==> config.mk <==
export PLATFORM = sky130hd
export DESIGN_NAME = mac_arbiter
export DESIGN_NICKNAME = d
export VERILOG_FILES = /design/src/rtl/mac_arbiter.sv
export SDC_FILE = /design/constraint.sdc
export NUM_CORES = 1
export LEC_CHECK = 0
export CORE_ASPECT_RATIO = 2
export CORE_UTILIZATION = 41
export DETAILED_ROUTE_END_ITERATION = 6
export PLACE_DENSITY = 0.8
export SLEW_MARGIN = 20
export SYNTH_ARGS = -nofsm -noshare
export SYNTH_HDL_FRONTEND = slang
export SYNTH_SLANG_ARGS = --single-unit
export TNS_END_PERCENT = 30
==> constraint.sdc <==
create_clock -name C -period 4.1 [get_ports C]
set_input_delay 0.82 -clock C [delete_from_list [all_inputs] [get_ports C]]
set_output_delay 0.82 -clock C [all_outputs]
set_load 0.05 [all_outputs]
==> src/rtl/mac_arbiter.sv <==
// Round-robin issue scheduler for one shared pipelined multiply-add unit.
// Tags each issued op with its requester ID and returns the result to it, with a flush/drain handshake.
module mac_arbiter #(
    parameter int P   = 8,
    parameter int N   = 4,
    parameter int LAT = 4,
    localparam int IW = (N > 1) ? $clog2(N) : 1,
    localparam int CW = $clog2(LAT + 3)
) (
    input  logic             C,
    input  logic             R,
    input  logic             EN,
    input  logic [N-1:0]     REQ,
    input  logic [N*P-1:0]   REQ_A,
    input  logic [N*P-1:0]   REQ_B,
    input  logic [N*P-1:0]   REQ_C,
    output logic [N-1:0]     GNT,
    output logic [P-1:0]     A1_O,
    output logic [P-1:0]     B1_O,
    output logic [P-1:0]     C1_O,
    input  logic [2*P-1:0]   MAC_Q,
    output logic             RSP_VALID,
    output logic [IW-1:0]    RSP_ID,
    output logic [2*P-1:0]   RSP_DATA,
    input  logic             FLUSH,
    output logic             FLUSH_DONE,
    output logic             BUSY
);

    typedef enum logic [1:0] {RUN, DRAIN, DONE} stateType;

    stateType               state, stateNext;
    logic [IW-1:0]          ptr, ptrNext, gntId, cand;
    logic                   issue;
    logic [N-1:0][P-1:0]    reqA, reqB, reqC;
    logic [LAT:0]           vldPipe;
    logic [LAT:0][IW-1:0]   idPipe;
    logic [CW-1:0]          inFlight;

    assign reqA = REQ_A;
    assign reqB = REQ_B;
    assign reqC = REQ_C;

    // Search starts at ptr and wraps; the first asserted request wins.
    always_comb begin
        GNT   = '0;
        gntId = '0;
        cand  = '0;
        issue = 1'b0;
        if (!R && state == RUN && EN && !FLUSH) begin
            for (int k = 0; k < N; k++) begin
                cand = IW'((int'(ptr) + k) % N);
                if (!issue && REQ[cand]) begin
                    issue      = 1'b1;
                    gntId      = cand;
                    GNT[cand]  = 1'b1;
                end
            end
        end
    end

    always_comb begin
        ptrNext = ptr;
        if (issue)
            ptrNext = (int'(gntId) == N - 1) ? '0 : gntId + 1'b1;
    end

    always_comb begin
        stateNext  = state;
        FLUSH_DONE = 1'b0;
        case (state)
            RUN:     if (FLUSH) stateNext = DRAIN;
            DRAIN:   if (inFlight == '0) stateNext = DONE;
            DONE: begin
                FLUSH_DONE = 1'b1;
                stateNext  = RUN;
            end
            default: stateNext = RUN;
        endcase
    end

    always_ff @(posedge C or posedge R) begin
        if (R) begin
            state <= RUN;
            ptr   <= '0;
        end else begin
            state <= stateNext;
            ptr   <= ptrNext;
        end
    end

    always_ff @(posedge C or posedge R) begin
        if (R) begin
            A1_O <= '0;
            B1_O <= '0;
            C1_O <= '0;
        end else if (issue) begin
            A1_O <= reqA[gntId];
            B1_O <= reqB[gntId];
            C1_O <= reqC[gntId];
        end
    end

    // Tag stage LAT lines up with MAC_Q; clearing it on reset drops results of lost ops.
    always_ff @(posedge C or posedge R) begin
        if (R) begin
            vldPipe <= '0;
            idPipe  <= '0;
        end else begin
            vldPipe <= {vldPipe[LAT-1:0], issue};
            idPipe  <= {idPipe[LAT-1:0], gntId};
        end
    end

    always_ff @(posedge C or posedge R) begin
        if (R) begin
            RSP_VALID <= 1'b0;
            RSP_ID    <= '0;
            RSP_DATA  <= '0;
        end else begin
            RSP_VALID <= vldPipe[LAT];
            RSP_ID    <= idPipe[LAT];
            if (vldPipe[LAT])
                RSP_DATA <= MAC_Q;
        end
    end

    always_ff @(posedge C or posedge R) begin
        if (R) begin
            inFlight <= '0;
        end else begin
            case ({issue, RSP_VALID})
                2'b10:   inFlight <= inFlight + 1'b1;
                2'b01:   inFlight <= inFlight - 1'b1;
                default: inFlight <= inFlight;
            endcase
        end
    end

    assign BUSY = (inFlight != '0);

endmodule

==> flow_summary.json, run 1 <==
{
  "crit_fanout": 11,
  "cts_setup_buffers": 0,
  "synthCells": 286,
  "cp-end-kind": "output port",
  "drt_iter0_markers": 126,
  "port_buffers": 168,
  "crit_type": "in2out",
  "gp_congestion": 0.848,
  "h-tree-depth": 3,
  "num_rows": 46,
  "post-route-period-util_pct": 92.1,
  "rsz0062_at_grt": "no",
  "drive_gt1_share_pct": 12.9,
  "via_per_inst": 5.46,
  "finalClockSkew_ns": 0.00837,
  "dieArea_sq_um": 8680,
  "grt_use_total_pct": 24.0,
  "drv_slew": 0,
  "numCtsBuffers": 9,
  "syn-num-nets": 416,
  "grt_pass1_wl_mm": 15.3,
  "power_leakage_nw": 2.26,
  "worstPathArrival_ns": 2.96,
  "antenna_found_initial": 0,
  "drc": 0,
  "hp-class": "reg2reg",
  "tns_ns": 0,
  "insertion_delay_ns": 0.33,
  "post-route-min-period_ns": 3.78,
  "die-height_um": 131,
  "maxCapViolCount": 0,
  "max-slew-margin-rel_pct": 31.7,
  "ios": 169,
  "start_util_pct": 42.5,
  "tightestPinTransition_ns": 1.02,
  "vias": 3029,
  "grt_max_degree": 37,
  "cts_sinks": 65,
  "ys_ff_latch": 65,
  "synthDistinctLibCells": 46,
  "worstHoldPathCells": 0,
  "grt-ovfl-total": 0,
  "grt_pass1_vias": 3213,
  "drt_first_pass_iters": 4,
  "cts_hold_buf": 0,
  "core_area_sq_um": 8000,
  "reg2reg_depth": 9,
  "yosys_warnings": 0,
  "syn_avg_cell_area_sq_um": 11.9,
  "clkTransAtPathRegs_ns": 0.05,
  "wl_per_cell_um": 17.9,
  "n_antenna_cell": 0,
  "status": "finished clean",
  "cts_tree": "built",
  "irDropWorstVdd_mv": 0.466,
  "cts_max_path_buffers": 2,
  "final_hold_viol_count": 0,
  "startpoint_type": "input port",
  "ys.flop_type": "dfrtp_1",
  "ant_nets": 0,
  "fp.dieW_um": 66.4,
  "setup_viol": 0,
  "cts_root_buf": "clkbuf_16",
  "async_reset_ff_share_pct": 100,
  "clock.fmax_ghz": 0.265,
  "yosysSeqAreaShare_pct": 47.9,
  "synth_area_sq_um": 3400,
  "hpwl_mm": 7.49,
  "cp.required_ns": 3.28,
  "power_density_nw_per_um2": 737,
  "fin_hold_ws_ns": 0.346,
  "drt-total-wl_mm": 9.91,
  "cts_resized": 0,
  "nets": 584,
  "p_total_mw": 4.06,
  "synth-edff-count": 0,
  "area_growth_pct": 62.1
}
## logic make-up after synthesis
logic type,Yosys count,synth area share [%]
compound gates,56,13.4
xor+xnor,5,1.29
fa+ha+maj,10,3.90
buf+inv,29,5.34
flops,65,47.9
mux,59,19.4
simple gates,62,8.73
## registers in the layout, indices dropped and copies added (netlist names)
name / cells
RSP_DATA: 16
idPipe: 10
A1_O: 8
B1_O: 8
C1_O: 8
vldPipe: 5
inFlight: 3
RSP_ID: 2
ptr: 2
state: 2
RSP_VALID: 1
## Yosys cell counts (2+ instances only)
cell,instances,share of area (%)
dfrtp_1,65,48
mux2i_1,39,11
nor2_1,29,3.2
mux2_2,16,5.3
a221oi_1,14,3.6
nand2_1,14,1.5
o22ai_1,14,2.6
o221ai_1,11,2.8
ha_1,9,3.3
clkbuf_1,8,0.88
inv_1,7,0.77
buf_2,5,0.74
a22oi_1,4,0.88
buf_6,4,1.3
a221oi_2,3,1.3
mux4_2,3,2.0
nor3_1,3,0.44
nor3b_1,3,0.66
xnor2_1,3,0.77
a21oi_1,2,0.29
and2_1,2,0.37
buf_4,2,0.44
nor2b_1,2,0.37
xor2_1,2,0.52
## critical path, cell delays in order
cell	delay, ns
clkdlybuf4s50_1	0.57
mux4_2	0.64
nor2b_4	0.22
a22oi_1	0.11
nor2_1	0.14
a221oi_1	0.07
nor2_1	0.21
buf_12	0.17
## where the power goes
group / switching [mW] / internal (mW) / total, mW
registers: 0.154 / 0.884 / 1.04
clock network: 0.276 / 0.550 / 0.826
logic: 1.34 / 0.854 / 2.19
total: 1.77 / 2.29 / 4.06
## cell type report
class | count | area (sq um)
fill | 600 | 2490
timing repair buffer | 177 | 1790
sequential | 65 | 1630
multi-input combinational | 192 | 1600
clock buffer | 10 | 239
tap | 96 | 120
clock inverter | 6 | 90.1
inverter | 9 | 46.3
## per-stage QoR
step | instances | area [sq um] | setup slack [ns] | util, %
2_1_floorplan | 286 | 3400 | 0.363 | -
5_1_grt | 555 | 5510 | 0.170 | 68.8
3_3_place_gp | 539 | 5180 | 0.427 | 64.7
4_1_cts | 555 | 5510 | 0.347 | 68.8
6_report | 555 | 5510 | 0.324 | 68.8
3_5_place_dp | 539 | 5180 | 0.352 | 64.7
## per-layer routing
metal / GRT usage (%) / part of all wire, %
met4: 11.0 / 3.2
met3: 5.90 / 5.4
met2: 45.2 / 57
met5: 0 / 0
met1: 24.0 / 35
## final timing paths
path | start | to | slack (ns)
max in group asynchronous | R | RSP_DATA[13] | 2.41
setup / recovery | REQ[2] | GNT[1] | 0.32
min in group asynchronous | R | C1_O[5] | 0.99
hold reg to reg | idPipe[8] | RSP_ID[0] | 0.35
setup reg to reg | ptr[1] | C1_O[5] | 0.91
hold / removal | idPipe[8] | RSP_ID[0] | 0.35
## cell usage in the layout (no fill, tap or decap), drive strengths merged, types with 3 or more instances in the layout
cell / netlist / layout
nor3: 3 / 3
o221ai: 11 / 11
nor3b: 3 / 3
nand2: 14 / 14
ha: 9 / 9
nor2b: 3 / 3
buf: 12 / 13
a22oi: 4 / 4
mux2: 16 / 16
dfrtp: 65 / 65
o22ai: 14 / 14
clkbuf: 8 / 10
mux2i: 40 / 40
a221oi: 17 / 17
clkdlybuf4s50: 0 / 164
xnor2: 3 / 3
inv: 9 / 10
nor2: 29 / 29
mux4: 3 / 3
(Power assumes the default switching activity.)
==> run 2, diff against run 1 <==
--- a/config.mk
+++ b/config.mk
@@ -8,7 +8,8 @@
 export CORE_ASPECT_RATIO = 2
 export CORE_UTILIZATION = 41
 export DETAILED_ROUTE_END_ITERATION = 6
-export PLACE_DENSITY = 0.8
+export PLACE_DENSITY = 0.82
+export REMOVE_ABC_BUFFERS = 1
 export SLEW_MARGIN = 20
 export SYNTH_ARGS = -nofsm -noshare
 export SYNTH_HDL_FRONTEND = slang
==> run 2 against run 1 <==
Against the previous run:
- worst setup slack better by 0.0020 ns
- count of clock-buffer cells in the layout stayed put
- clock power is 5.7% higher
- worst hold slack hardly changed
- first-iteration DRC count is 29% lower
- die area stayed put
- clock skew is 0.0044 ns lower
- sequential share of layout area hardly changed
- critical path depth stayed put
- maximum frequency hardly changed
- critical path type is now reg2out
- highest routed layer unchanged
==> flow_summary.json, run 2 (synthesized netlist as in run 1, its figures left out) <==
{
  "status": "finished clean",
  "fp.dieW_um": 66.4,
  "core_area_sq_um": 8000,
  "rsz0062_at_grt": "no",
  "final_area_sq_um": 5500,
  "cts_setup_buffers": 0,
  "cts_root_buf": "clkbuf_16",
  "drv_slew": 0,
  "start_util_pct": 42.5,
  "post-route-min-period_ns": 3.77,
  "seq_power_share_pct": 25.5,
  "dieArea_sq_um": 8680,
  "fin_hold_ws_ns": 0.346,
  "drt_first_pass_iters": 4,
  "cts_tree": "built",
  "wl_per_cell_um": 18.1,
  "pre_cts_ws_ns": 0.372,
  "cp-end-kind": "output port",
  "worstPathArrival_ns": 2.95,
  "vias": 3052,
  "biggestRegsByFlops": "RSP_DATA (16), idPipe (10)",
  "cts_sinks": 65,
  "grt_pass1_wl_mm": 15.4,
  "nets": 582,
  "sw_frac_of_total_pct": 43.4,
  "p_clk_share_pct": 21.2,
  "hpwl_mm": 7.58,
  "power_density_nw_per_um2": 747,
  "crit_fanout": 9,
  "die-height_um": 131,
  "comb_power_share_pct": 53.2,
  "max-slew-margin-rel_pct": 27.6,
  "drc": 0,
  "drt_iter0_markers": 89,
  "post-route-period-util_pct": 92.0,
  "maxCapViolCount": 0,
  "via_per_inst": 5.52,
  "startpoint_type": "flop",
  "n_antenna_cell": 0,
  "final.setup.worst_slack_ns": 0.326,
  "antenna_found_initial": 0,
  "cts_resized": 0,
  "ant_nets": 0,
  "area_growth_pct": 62.0,
  "insertion_delay_ns": 0.32,
  "setup_viol": 0,
  "grt_use_total_pct": 24.4,
  "largest_reg_flops": 16,
  "grt-ovfl-total": 0,
  "power_leakage_nw": 2.25,
  "place_area_sq_um": 5160,
  "final_cell_mix": "164 x clkdlybuf4s50_1, 65 x dfrtp_1, 39 x mux2i_1, 29 x nor2_1, 16 x mux2_2",
  "switchingPower_mw": 1.78,
  "drive_gt1_share_pct": 12.0,
  "cts_hold_buf": 0,
  "cp.required_ns": 3.28,
  "drt-total-wl_mm": 10.0,
  "tightestPinTransition_ns": 1.08,
  "largest_register": "RSP_DATA",
  "irDropWorstVdd_mv": 0.497,
  "numCtsBuffers": 9,
  "port_buffers": 168,
  "finalClockSkew_ns": 0.00398,
  "grt_max_degree": 55,
  "h-tree-depth": 3,
  "crit_type": "reg2out",
  "hp-class": "reg2reg",
  "cts_max_path_buffers": 2,
  "layout_commonest_cell": "clkdlybuf4s50_1",
  "gp_congestion": 0.748,
  "intPower_mw": 2.33,
  "clkTransAtPathRegs_ns": 0.05,
  "ios": 169,
  "tns_ns": 0,
  "num_rows": 46,
  "clock.fmax_ghz": 0.265,
  "grt_pass1_vias": 3228,
  "final_hold_viol_count": 0
}
[run 2: changes by cell type in the layout (fill, tap and decap cells not counted)]
cell       change
buf_4          -2
xnor2_1        +1
bufinv_16      +1
inv_2          -1
clkbuf_8       -1
xnor2_2        -1
clkbuf_1       +1
[run 2: path summary, 6_finish.rpt]
check	slack, ns	cells after the start	to	start
max	0.33	8	GNT[2]	ptr[1]
min	0.35	0	vldPipe[2]	vldPipe[1]
max reg2reg	0.85	9	C1_O[1]	ptr[1]
min reg2reg	0.35	0	vldPipe[2]	vldPipe[1]
max in group asynchronous	2.38	3	idPipe[4]	R
min in group asynchronous	1.02	2	idPipe[8]	R
[run 2: power groups by stage]
stage / Sequential [mW] / Combinational (mW) / Clock (mW)
final: 1.05 / 2.19 / 0.873
after global routing: 1.08 / 2.30 / 0.921
after CTS: 1.05 / 2.18 / 0.889
after detailed placement: 1.05 / 2.18 / 0
after global placement: 1.04 / 2.13 / 0
after floorplan: 1.75 / 0.684 / 0
[run 2: routing by layer]
layer  wire (um)  global-route usage [%]  vias up
met3         570                    6.25       27
li1            -                       -     1396
met1        3340                    23.7     1481
met5           0                       0        -
met4         370                    12.4        0
met2        5730                    45.8      148
[run 2: area by class of cell]
cell class / instances / area (sq um)
repair buffers: 175 / 1770
fillers: 606 / 2500
clock inverters: 6 / 115
well taps: 96 / 120
multi-input cells: 192 / 1590
clock buffers: 10 / 229
inverters: 9 / 47.5
flip-flops and latches: 65 / 1630
[run 2: critical path, cell delays in order (launching register included)]
cell	delay, ns
dfrtp_1	0.56
inv_1	0.19
ha_1	0.43
or3b_1	0.39
a2111o_1	0.43
nand3_2	0.14
a221oi_1	0.10
nor2_1	0.21
buf_12	0.17
[run 2: through the flow]
step                utilization (%)  cells  power, mW
floorplan                         -    266       2.43
global placement               64.5    537       3.17
detailed placement             64.5    537       3.23
CTS                            68.8    553       4.12
global route                   68.8    553       4.30
finish                         68.8    553       4.11
==> run 3, diff against run 2 <==
--- a/config.mk
+++ b/config.mk
@@ -6,9 +6,9 @@
 export NUM_CORES = 1
 export LEC_CHECK = 0
 export CORE_ASPECT_RATIO = 2
-export CORE_UTILIZATION = 41
+export CORE_UTILIZATION = 35
 export DETAILED_ROUTE_END_ITERATION = 6
-export PLACE_DENSITY = 0.82
+export PLACE_DENSITY = 0.71
 export REMOVE_ABC_BUFFERS = 1
 export SLEW_MARGIN = 20
 export SYNTH_ARGS = -nofsm -noshare
==> run 3 against run 2 <==
Against the previous run:
- clock power fell by 9.5%
- maximum frequency rose by 1.6%
- non-clock buffer count rose by 2
- design area barely moved
- global-route usage fell by 3.9 points
==> flow_summary.json, run 3 (synthesized netlist as in run 1, its figures left out) <==
{
  "worstHoldPathCells": 0,
  "drt_iter0_markers": 99,
  "power_density_nw_per_um2": 726,
  "worstPathArrival_ns": 2.89,
  "status": "finished clean",
  "final_area_sq_um": 5500,
  "place_area_sq_um": 5170,
  "antenna_found_initial": 0,
  "layout_commonest_cell": "clkdlybuf4s50_1",
  "cts_sinks": 65,
  "drt-total-wl_mm": 9.85,
  "slowest_stage": "clkdlybuf4s50_1",
  "clkTransAtPathRegs_ns": 0.05,
  "seqCellArea_sq_um": 1630,
  "drt_first_pass_iters": 4,
  "cpLargestDelayFamily": "buffers and inverters",
  "finalClockSkew_ns": 0.00385,
  "final_core_util_pct": 58.6,
  "worst-path-buf-inv": 2,
  "cts_max_path_buffers": 2,
  "clock.fmax_ghz": 0.269,
  "reg2reg_depth": 9,
  "p_total_mw": 3.99,
  "core_area_sq_um": 9380,
  "startpoint_type": "input port",
  "num_rows": 50,
  "hpwl_mm": 7.55,
  "crit_fanout": 11,
  "cp.required_ns": 3.28,
  "cpPeakStageDelay_ns": 0.66,
  "tightestPinTransition_ns": 0.790,
  "largest_reg_flops": 16,
  "vias": 2995,
  "pre_cts_ws_ns": 0.377,
  "drive_gt1_share_pct": 12.6,
  "final_cell_mix": "164 x clkdlybuf4s50_1, 65 x dfrtp_1, 39 x mux2i_1, 29 x nor2_1, 16 x mux2_2",
  "fp.dieW_um": 71.7,
  "grt_pass1_wl_mm": 15.8,
  "start_util_pct": 36.2,
  "n_antenna_cell": 0,
  "dieArea_sq_um": 10100,
  "max-slew-margin-rel_pct": 47.3,
  "nets": 584,
  "gp_congestion": 0.936,
  "grt_pass1_vias": 3268,
  "dp.cells": 546,
  "grt_use_total_pct": 20.5,
  "multi_input_area_sq_um": 1590,
  "final_hold_viol_count": 0,
  "insertion_delay_ns": 0.33,
  "fin_cells": 563,
  "irDropWorstVdd_mv": 0.309,
  "cp-end-kind": "output port",
  "cts_tree": "built",
  "power_leakage_nw": 2.25,
  "wl_per_cell_um": 17.5,
  "via_per_inst": 5.32,
  "rsz0062_at_grt": "no",
  "port_buffers": 168,
  "ios": 169,
  "post-route-min-period_ns": 3.71,
  "hp-class": "reg2reg",
  "maxCapViolCount": 0,
  "grt-ovfl-total": 0,
  "largest_register": "RSP_DATA",
  "grt_max_degree": 66,
  "crit_chain": "clkdlybuf4s50_1 -> or3b_1 -> a2111o_1 -> nand3_2 -> a221oi_1 -> nor2_1 -> buf_12",
  "biggestRegsByFlops": "RSP_DATA (16), idPipe (10)",
  "drv_slew": 0,
  "cts_hold_buf": 0,
  "cts_resized": 0,
  "cts_root_buf": "clkbuf_16",
  "fin_hold_ws_ns": 0.347,
  "fillers": 795,
  "tns_ns": 0,
  "h-tree-depth": 3,
  "post-route-period-util_pct": 90.6,
  "final.setup.worst_slack_ns": 0.385,
  "crit_type": "in2out",
  "crit_cells": 7,
  "die-height_um": 141,
  "drc": 0,
  "area_growth_pct": 61.8,
  "ant_nets": 0,
  "numCtsBuffers": 9,
  "setup_viol": 0,
  "cts_setup_buffers": 0
}
run 3: changes by cell type in the layout (fill, tap and decap cells not counted):
cell        change
inv_2           +1
bufinv_16       -2
clkbuf_8        +2
clkinvlp_4      +1
buf_4           +2
clkinv_2        -1
clkbuf_1        -1
run 3: power by group:
group	leakage, nW	total, mW	switching (mW)	internal [mW]
clock network	0.148	0.790	0.284	0.506
logic	1.29	2.16	1.32	0.846
registers	0.812	1.04	0.154	0.884
run 3: worst register-to-register path: stages, from the launching register on:
cell and delay, ns:
dfrtp_1 0.54, inv_1 0.18, ha_1 0.43, or3b_1 0.39
a2111o_1 0.42, nand3_2 0.14, o21ai_2 0.10, buf_4 0.21
nand2_1 0.41, o221ai_1 0.20
run 3: worst paths after layout:
path,startpoint,to,slack (ns)
worst min register to register,idPipe[8],RSP_ID[0],0.35
min in group asynchronous,R,A1_O[7],1.09
max in group asynchronous,R,RSP_DATA[9],2.50
worst min-delay path,idPipe[8],RSP_ID[0],0.35
worst max register to register,ptr[1],A1_O[2],0.94
worst max-delay path,REQ[2],GNT[1],0.39
run 3: layout make-up:
class                           count  share of cell area [%]
Clock inverter                      5                    1.14
Timing Repair Buffer              177                    32.6
Clock buffer                       11                    4.60
Tap cell                          104                    2.37
Sequential cell                    65                    29.6
Inverter                            9                   0.842
Multi-Input combinational cell    192                    28.9
run 3: routing by layer:
metal | up-vias | global-route usage (%) | wire, um
li1 | 1398 | - | -
met1 | 1458 | 20.2 | 3330
met2 | 118 | 39.6 | 5730
met3 | 21 | 4.05 | 484
met4 | 0 | 9.18 | 298
met5 | - | 0 | 0
